`config.mk`:
```
export PLATFORM = sky130hd
export DESIGN_NAME = mux2_arbiter
export DESIGN_NICKNAME = d
export VERILOG_FILES = /design/src/rtl/mux2_arbiter.sv
export SDC_FILE = /design/constraint.sdc
export NUM_CORES = 1
export LEC_CHECK = 0
export CAP_MARGIN = 20
export CORE_UTILIZATION = 30
export CTS_CLUSTER_SIZE = 28
export DETAILED_ROUTE_END_ITERATION = 10
export SETUP_SLACK_MARGIN = 0.5
export SYNTH_ARGS = -nofsm -noshare
export SYNTH_HDL_FRONTEND = slang
export SYNTH_SLANG_ARGS = --single-unit
```
`constraint.sdc`:
```
create_clock -name clk -period 1.9 [get_ports clk]
set_input_delay 0.285 -clock clk [delete_from_list [all_inputs] [get_ports clk]]
set_output_delay 0.285 -clock clk [all_outputs]
set_load 0.05 [all_outputs]
```
`src/rtl/mux2_arbiter.sv`:
```
// mux2_arbiter: round-robin owner of a shared mux2 with settle cycles after every select change
module mux2_arbiter #(
    parameter int SETTLE_CYCLES = 1,
    parameter int MAX_HOLD      = 8
) (
    input  logic       clk,
    input  logic       rst_n,
    input  logic [1:0] req,
    output logic [1:0] gnt,
    output logic       sel,
    output logic       out_valid,
    output logic       owner
);
    typedef enum logic [1:0] {IDLE, SWITCH, GRANT} state_t;

    state_t     state, state_nx;
    logic [1:0] gnt_nx;
    logic       sel_nx, owner_nx, go, tgt, win;
    logic [7:0] hold, hold_nx;
    logic [3:0] settle, settle_nx;

    assign win = &req ? ~owner : req[1];

    always_ff @(posedge clk or negedge rst_n) begin
        if (!rst_n) begin
            state     <= IDLE;
            gnt       <= 2'b00;
            sel       <= 1'b0;
            out_valid <= 1'b0;
            owner     <= 1'b1;
            hold      <= 8'd0;
            settle    <= 4'd0;
        end else begin
            state     <= state_nx;
            gnt       <= gnt_nx;
            sel       <= sel_nx;
            out_valid <= |gnt_nx;
            owner     <= owner_nx;
            hold      <= hold_nx;
            settle    <= settle_nx;
        end
    end

    always_comb begin
        state_nx  = state;
        gnt_nx    = gnt;
        sel_nx    = sel;
        owner_nx  = owner;
        hold_nx   = hold;
        settle_nx = settle;
        go        = 1'b0;
        tgt       = owner;
        case (state)
            IDLE: begin
                gnt_nx = 2'b00;
                if (|req) begin
                    go  = 1'b1;
                    tgt = win;
                end
            end
            SWITCH: begin
                gnt_nx    = 2'b00;
                settle_nx = settle - 4'd1;
                if (settle <= 4'd1) begin
                    state_nx = req[owner] ? GRANT : IDLE;
                    gnt_nx   = req[owner] ? {owner, ~owner} : 2'b00;
                    hold_nx  = req[owner] ? 8'd1 : hold;
                end
            end
            GRANT: begin
                if (!req[owner] || hold >= 8'(MAX_HOLD)) begin
                    if (req[~owner]) begin
                        go  = 1'b1;
                        tgt = ~owner;
                    end else if (!req[owner]) begin
                        gnt_nx   = 2'b00;
                        state_nx = IDLE;
                    end else begin
                        hold_nx = 8'd1;
                    end
                end else begin
                    hold_nx = hold + 8'd1;
                end
            end
            default: begin
                state_nx = IDLE;
                gnt_nx   = 2'b00;
            end
        endcase
        // a new owner either reuses the current select or waits out the settle window
        if (go) begin
            sel_nx   = tgt;
            owner_nx = tgt;
            if (tgt == sel || SETTLE_CYCLES == 0) begin
                gnt_nx   = {tgt, ~tgt};
                hold_nx  = 8'd1;
                state_nx = GRANT;
            end else begin
                gnt_nx    = 2'b00;
                settle_nx = 4'(SETTLE_CYCLES);
                state_nx  = SWITCH;
            end
        end
    end
endmodule
```
Yosys cells after proc, flatten, opt, wreduce, memory -nomap -nowiden
Index checks and enable logic that the tools add are counted.
{"block": "totals", "elab_cells": 69, "input_bits": 4, "out_inout_bits": 5, "reg_bits": 19}
{"block": "op_classes", "addsub": 2, "bitwise": 2, "mux": 39, "n_eq_ne": 8, "n_reduce_logical": 7, "magnitude_cmp": 4}
{"cell": "8-bit two-way mux", "count": 6}
{"cell": "2-bit two-way mux", "count": 14}
{"cell": "8-bit one-hot mux with 2 select lines", "count": 1}
{"cell": "4-bit two-way mux", "count": 3}
{"cell": "3-bit inequality test (second input constant)", "count": 4}
{"cell": "1-bit two-way mux", "count": 11}
{"cell": "8-bit by 1-bit adder with 8-bit output (second input constant)", "count": 1}
{"cell": "8-bit by 4-bit >= comparator with 1-bit output (second input constant)", "count": 1}
{"cell": "2-bit one-hot mux with 3 select lines", "count": 1}
{"cell": "5-bit AND reduction", "count": 1}
{"cell": "4-bit by 1-bit <= comparator with 1-bit output (second input constant)", "count": 1}
{"cell": "1-bit by 2-bit < comparator with 1-bit output (second input constant)", "count": 2}
{"cell": "1-bit one-hot mux with 2 select lines", "count": 2}
{"cell": "2-bit one-hot mux with 2 select lines", "count": 1}
{"cell": "2-bit OR reduction", "count": 2}
{"cell": "4-bit by 1-bit subtractor with 4-bit output (second input constant)", "count": 1}
{"cell": "2-bit by 1-bit equality test with 1-bit output (second input constant)", "count": 1}
{"cell": "2-bit equality test (second input constant)", "count": 1}
{"cell": "2-bit zero test", "count": 1}
{"cell": "2-bit inequality test (second input constant)", "count": 1}
{"cell": "1-bit inverter", "count": 2}
{"cell": "2-bit AND reduction", "count": 1}
{"cell": "1-bit equality test", "count": 1}
{"cell": "1-bit zero test", "count": 1}
{"cell": "1-bit logical OR", "count": 1}

Longest topological paths before layout
Gate-level depths: netlist of the first run.
{"block": "depth", "ltp_word": 10, "ltp_mapped": 10, "mapped_depth_nobuf": 9}

Worst setup path before layout of the first run
Ideal clock, no wire load.
{"block": "synth_timing", "kind": "register to register", "from": "reg owner", "to": "reg state[0]", "path_buffers": 1, "period_less_slack_ps": 2231, "slack_ps": -331, "required_ps": 1822, "arrival_time_ps": 2153, "setup_time_ps": 78, "path_stages_with_launch": 9, "path_cell_list": "dfstp_2 -> clkbuf_1 -> and3_1 -> a31oi_1 -> nand3_1 -> inv_1 -> ha_1 -> a21boi_1 -> o21bai_1"}
{"block": "synth_between", "elab_chain_len": 9}
{"item": "from (decl)", "line": "12", "source": "output logic owner"}
{"item": "from (signal assigned)", "line": "38", "source": "owner <= owner_nx;"}
{"item": "1-bit two-way mux (not written as such) (2 in series)", "line": "71", "source": "if (!req[owner] || hold >= 8'(MAX_HOLD)) begin"}
{"item": "1-bit zero test"}
{"item": "1-bit logical OR", "line": "71"}
{"item": "1-bit two-way mux", "line": "71"}
{"item": "1-bit one-hot mux with 2 select lines *", "line": "53", "source": "case (state)"}
{"item": "net tgt", "line": "18", "source": "logic sel_nx, owner_nx, go, tgt, win;"}
{"item": "1-bit equality test *", "line": "94", "source": "if (tgt == sel || SETTLE_CYCLES == 0) begin"}
{"item": "2-bit two-way mux *", "line": "94"}
{"item": "2-bit two-way mux *", "line": "91", "source": "if (go) begin"}
{"item": "to (signal assigned)", "line": "34", "source": "state <= state_nx;"}
{"item": "to (decl)", "line": "16", "source": "state_t state, state_nx;"}
The timed path passes the listed nets; every way through them passes the cells marked *. The select of a mux whose other input is x is not followed.
A chain may end at the register's enable or synchronous reset.

Final worst setup path of the first run
{"block": "layout_timing", "from": "reg hold[5]", "to": "reg hold[0]"}
{"block": "layout_between", "elab_chain_len": 7}
{"item": "from (decl)", "line": "19", "source": "logic [7:0] hold, hold_nx;"}
{"item": "from (signal assigned)", "line": "39", "source": "hold <= hold_nx;"}
{"item": "8-bit by 4-bit >= comparator with 1-bit output", "line": "71"}
{"item": "1-bit logical OR", "line": "71"}
{"item": "1-bit two-way mux", "line": "71"}
{"item": "1-bit one-hot mux with 2 select lines", "line": "53"}
{"item": "net tgt", "line": "18"}
{"item": "1-bit equality test", "line": "94"}
{"item": "8-bit two-way mux", "line": "94"}
{"item": "8-bit two-way mux", "line": "91"}
{"item": "net hold_nx[0]", "line": "19"}
The timed path passes the listed nets, and every way through them passes these cells.

==> results.ini, run 1 <==
[sta]
rsz0062_at_grt=true
max_freq_mhz=476
min_period_over_period=1.10
skew_ns=0.00887
tightest_slew_ns=0.378
finalHoldViolations=0
period_minus_slack_ns=2.10
fin_ws_ns=-0.199
slew_headroom=0.744
setup_viol=19
slew_violations=0
hold_ws_ns=0.358

[setup_path]
reg2reg_slack_ns=-0.20
crit_family=buffers and inverters
crit_chain=buf_4 > nor4_2 > buf_4 > a31oi_1 > nand3_1 > inv_2 > ha_4 > a21oi_4 > buf_12 > a311o_1
r2r_end=hold[0]
path_class=reg2reg
worst_ep_arrival_time_ns=2.24
slowest_delay_ns=0.39
cpMostUsedCell=buf_4
timing.rr.start=hold[5]
cp_num_buf_inv=4
cp.required_ns=2.04
cp_max_fo=8
rr_worst_depth=10
cpMaxStageDelayCell=dfrtp_1
start_kind=flop
end_kind=flop

[placed_design]
gp_congestion=0.849
dp_hpwl_um=2580
numPortBuffers=8

[final_layout]
fin_nets=202
antennaDiodeCount=0
drive_gt1_frac=0.410
postLayoutCoreUtil=0.469
layout_commonest_cell=buf_4
final_cell_mix=buf_4, dfrtp_1, inv_1, nor2_1
area_delta_synth_final_pct=46.2

[yosys]
async_flop_share=1.00
syn_area_per_cell_um2=9.30
synth_warnings=0
synth-main-ff-cell=dfrtp_1
syn_inst=141
syn_area_um2=1310
synth-seq-cells=19
yosysSeqAreaShare=0.364
ys_types=52
syn_nets=154
synth-edff-count=0

[routing]
vias=1255
wl_per_cell_um=14.6
drc=0
ant_nets=0
drtIter0Drc=89
firstDrtPassIters=4
routed_wl_um=3470
viasPerCell=5.27

[pwr]
power.total_mw=3.06
power.density_nw_per_um2=1600
p_leak_nw=0.847
ir_drop_v=0.000719

[global_routing]
antenna_found_initial=0
grt_overflow=0
grt_first_pass_wirelength_um=5840
grt_use_total=0.169
grt_pass1_vias=1274
grt_max_degree=20

[die]
fp.dieH_um=68.1
die-area_um2=4640
start_util=0.321
ioPinCount=9
core_area_um2=4090
row_count=23
die_x_um=68.1

[clock_tree]
cts_buffers=3
insertion_delay_ns=0.26
cts_max_level=1
clockRootBuffer=clkbuf_8
clkTransAtPathRegs_ns=0.08
cts_buffer_depth=2
cts_tree=done
clkSinkCount=19

[status]
violations=setup timing
outcome=complete, but fails checks

[run]
drv_cap=0

[hold_path]
hp-class=in2async

[Yosys cell counts, types with 2 or more instances]
cell type   n  area (µm²)
mux2_1      3        33.8
dfrtp_1    18         450
or2_2       2        12.5
inv_1       9        33.8
nor4b_1     2        17.5
nand4_1     2        12.5
o21bai_1    2        15.0
nand3_1     4        20.0
nor2b_1     2        12.5
mux2i_1     2        20.0
a31oi_1     2        12.5
xnor2_1     2        17.5
o21ai_0     2        10.0
nor3b_1     6        45.0
and3_1      3        18.8
nor4_1      4        25.0
o211ai_1    2        15.0
nand2_1     7        26.3
o21ai_1     3        15.0
ha_1        9         113
a211oi_1    4        30.0
nor3_1      2        10.0
nor2_1      9        33.8
a21oi_1     7        35.0
clkbuf_1    6        22.5
[power by group]
group	leakage [nW]	switching [mW]	internal (mW)
sequential	0.247	0.154	0.549
clock	0.0255	0.138	0.146
combinational	0.575	1.09	0.985
total	0.847	1.38	1.68
[per-layer routing]
metal / vias to the layer above / track usage / wire (µm)
met3: 6 / 0.0300 / 143
met2: 23 / 0.277 / 1690
met4: 0 / 0.0599 / 37
li1: 615 / - / -
met5: - / 0 / 0
met1: 611 / 0.221 / 1600
[state kept, by name, indices dropped and copies added (netlist names)]
signal     flops
settle         4
state          2
gnt            2
sel            1
owner          1
hold           8
out_valid      1
[cell families after synthesis]
kind of cell    count (synthesis)  synth area share
compound gates                 38             0.219
xor+xnor                        3            0.0200
fa+ha+maj                       9            0.0859
buf+inv                        17            0.0496
flops                          19             0.364
mux                             6            0.0496
simple gates                   49             0.212
[cell type report]
class                           instances  area [µm²]
Timing Repair Buffer                   50         410
Inverter                               10        37.5
Multi-Input combinational cell        105         880
Fill cell                             375        2170
Sequential cell                        19         480
Clock buffer                            3        41.3
Clock inverter                          1        5.00
Tap cell                               50        62.6
[worst max path at each step]
stage                          end  cells after the start    start  slack (ns)
after floorplan           state[0]                      8  hold[6]       -0.20
after global placement    state[0]                      8   req[1]       -0.25
after detailed placement  state[0]                      8   req[1]       -0.31
after CTS                  hold[0]                      8  hold[5]       -0.18
after global routing       hold[0]                      8  hold[5]       -0.30
final                      hold[0]                     10  hold[5]       -0.20
[stage by stage]
step | setup WS, ns | std cells | instance area, µm² | TNS (ns)
2_1_floorplan | -0.197 | 141 | 1380 | -2.36
3_3_place_gp | -0.251 | 222 | 1700 | -3.97
3_5_place_dp | -0.311 | 222 | 1700 | -4.50
4_1_cts | -0.184 | 238 | 1920 | -2.01
5_1_grt | -0.300 | 238 | 1920 | -4.26
6_report | -0.199 | 238 | 1920 | -2.12
[what timing repair did]
action,CTS,global route
setup buffers,12,0
pin swaps,6,3
hold buffers,0,0
endpoints found under the setup margin,24,23
gates resized for setup,26,6
(Power assumes the default switching activity.)
==> inputs of run 2 (changes only) <==
SETUP_SLACK_MARGIN = not set   (was 0.5)
==> run 2 against run 1 <==
Against the previous run:
- the run still ends with setup timing left
- first-iteration DRC count down 9.0%
- worst setup slack worse by 0.0018 ns
- clock skew up 0.00081 ns
- largest power group unchanged
- total power down 0.31%
- register-to-register slack about the same
==> results.ini, run 2 (synthesis results as in run 1) <==
[sta]
fin_ws_ns=-0.201  ; -0.00181 ns
min_period_over_period=1.11  ; about the same
skew_ns=0.00968  ; +0.000810 ns
slew_headroom=0.667  ; -0.0771
tightest_slew_ns=0.498  ; +0.119 ns
hold_ws_ns=0.357  ; -0.000352 ns
slew_violations=0  ; unchanged
setup_viol=19  ; unchanged
max_freq_mhz=476  ; about the same
rsz0062_at_grt=true
fin_setup_tns_ns=-2.15  ; -0.0214 ns
finalHoldViolations=0  ; unchanged
period_minus_slack_ns=2.10  ; +0.00181 ns

[die]
row_count=23  ; unchanged
start_util=0.321  ; unchanged
die-area_um2=4640  ; unchanged
core_area_um2=4090  ; unchanged
fp.dieH_um=68.1  ; unchanged
die_x_um=68.1  ; unchanged
ioPinCount=9  ; unchanged

[setup_path]
cpMostUsedCell=buf_4
end_kind=flop
cpMaxStageDelayCell=dfrtp_1
start_kind=flop
cp.required_ns=2.04  ; about the same
worst_ep_arrival_time_ns=2.24  ; about the same
crit_chain=buf_4 > nor4_2 > buf_4 > a31oi_1 > nand3_1 > inv_2 > ha_4 > a21oi_4 > buf_12 > a311o_1
cp_max_fo=8  ; unchanged
path_class=reg2reg
slowest_delay_ns=0.38  ; about the same

[pwr]
p_int_mw=1.67  ; -0.34%
power_frac_clock=0.093  ; about the same
pwr-share-seq=0.230  ; about the same
power.density_nw_per_um2=1600  ; -0.18%
p_comb_frac=0.678  ; about the same
power.share.switching=0.452  ; about the same
power.total_mw=3.05  ; -0.31%
ir_drop_v=0.000713  ; -0.75%
switching_power_mw=1.38  ; -0.28%
p_leak_nw=0.840  ; -0.87%

[placed_design]
gp_congestion=0.849  ; unchanged
placed_area_um2=1700  ; unchanged
dp.cells=222  ; unchanged
pre_cts_ws_ns=-0.311  ; unchanged
numPortBuffers=8  ; unchanged
dp_hpwl_um=2580  ; unchanged

[routing]
firstDrtPassIters=4  ; unchanged
drtIter0Drc=81  ; -9.0%
vias=1246  ; -0.72%
viasPerCell=5.24  ; -0.72%
wl_per_cell_um=14.7  ; +0.40%
routed_wl_um=3490  ; +0.40%
ant_nets=0  ; unchanged
drc=0  ; unchanged

[clock_tree]
clkSinkCount=19  ; unchanged
clkTransAtPathRegs_ns=0.08  ; about the same
clockRootBuffer=clkbuf_8
cts_buffer_depth=2  ; unchanged
cts_buffers=3  ; unchanged
cts_tree=done
insertion_delay_ns=0.26  ; about the same
cts_max_level=1  ; unchanged

[global_routing]
antenna_found_initial=0  ; unchanged
grt_overflow=0  ; unchanged
grt_pass1_vias=1269  ; -0.39%
grt_max_degree=20  ; unchanged
grt_use_total=0.169  ; -0.000350
grt_first_pass_wirelength_um=5830  ; -0.24%

[final_layout]
final_cells=238  ; unchanged
reg.largest.list=hold (8), settle (4)
fillers=371  ; -1.1%
antennaDiodeCount=0  ; unchanged
multi_input_area_um2=880  ; unchanged
drive_gt1_frac=0.388  ; -0.0213
final_cell_mix=buf_4, dfrtp_1, inv_1, nor2_1
largest_register_ffs=8  ; unchanged
layout_commonest_cell=buf_4
postLayoutCoreUtil=0.468  ; -0.000612
area_delta_synth_final_pct=46.0
regMostFlops=hold
register_area_um2=480  ; unchanged
postLayoutCellArea_um2=1910  ; -0.13%
fin_nets=202  ; unchanged

[status]
violations=setup timing
outcome=complete, but fails checks

[hold_path]
hp-class=in2async

[run]
drv_cap=0  ; unchanged

-- run 2: cell count changes in the layout (fill, tap and decap cells not counted), sizes merged --
cell / before / now
clkdlybuf4s15: 1 / 0
clkbuf: 5 / 3
clkdlybuf4s50: 2 / 6
clkdlybuf4s18: 1 / 0
-- run 2: critical path: cells and delay by family (launching register included) --
| kind | cells | cell delay, ns |
|---|---|---|
| buffers and inverters | 4 | 0.51 |
| AND/OR/NAND/NOR | 2 | 0.42 |
| AO/OA/AOI/OAI | 3 | 0.42 |
| adder cells (fa/ha/maj) | 1 | 0.27 |
| flip-flops | 1 | 0.38 |
-- run 2: timing repair --
item                       in CTS  in global routing
setup endpoints to repair      18                 19
pin swaps                       6                  3
gates resized for setup        13                  3
buffers inserted               12                  0
hold buffers                    0                  0
-- run 2: cell type report --
type                    instances  area share
clock inverters                 1     0.00261
well taps                      50      0.0327
flip-flops and latches         19       0.251
multi-input cells             105       0.459
repair buffers                 50       0.213
inverters                      10      0.0196
clock buffers                   3      0.0216
-- run 2: path summary, 6_finish.rpt --
check	startpoint	to	slack (ns)	depth (start not counted)
worst max-delay path	hold[5]	hold[0]	-0.20	10
worst min-delay path	rst_n	settle[2]	0.36	2
worst max register to register	hold[5]	hold[0]	-0.20	10
worst min register to register	hold[4]	hold[4]	0.58	1
max in group asynchronous	rst_n	owner	1.28	2
min in group clk	hold[4]	hold[4]	0.58	1
-- run 2: layer usage --
| layer | global-route usage | wire length [µm] | share of wire | vias up |
|---|---|---|---|---|
| li1 | - | - | - | 614 |
| met1 | 0.221 | 1640 | 0.47 | 608 |
| met2 | 0.276 | 1680 | 0.48 | 18 |
| met3 | 0.0300 | 118 | 0.034 | 6 |
| met4 | 0.0599 | 42 | 0.012 | 0 |
| met5 | 0 | 0 | 0 | - |
-- run 2: power groups by stage --
| stage | clock network [mW] | registers [mW] | logic (mW) |
|---|---|---|---|
| 2_1_floorplan | 0 | 0.807 | 1.11 |
| 3_3_place_gp | 0 | 0.686 | 1.84 |
| 3_5_place_dp | 0 | 0.697 | 1.87 |
| 4_1_cts | 0.292 | 0.697 | 2.03 |
| 5_1_grt | 0.303 | 0.716 | 2.26 |
| 6_report | 0.283 | 0.702 | 2.07 |
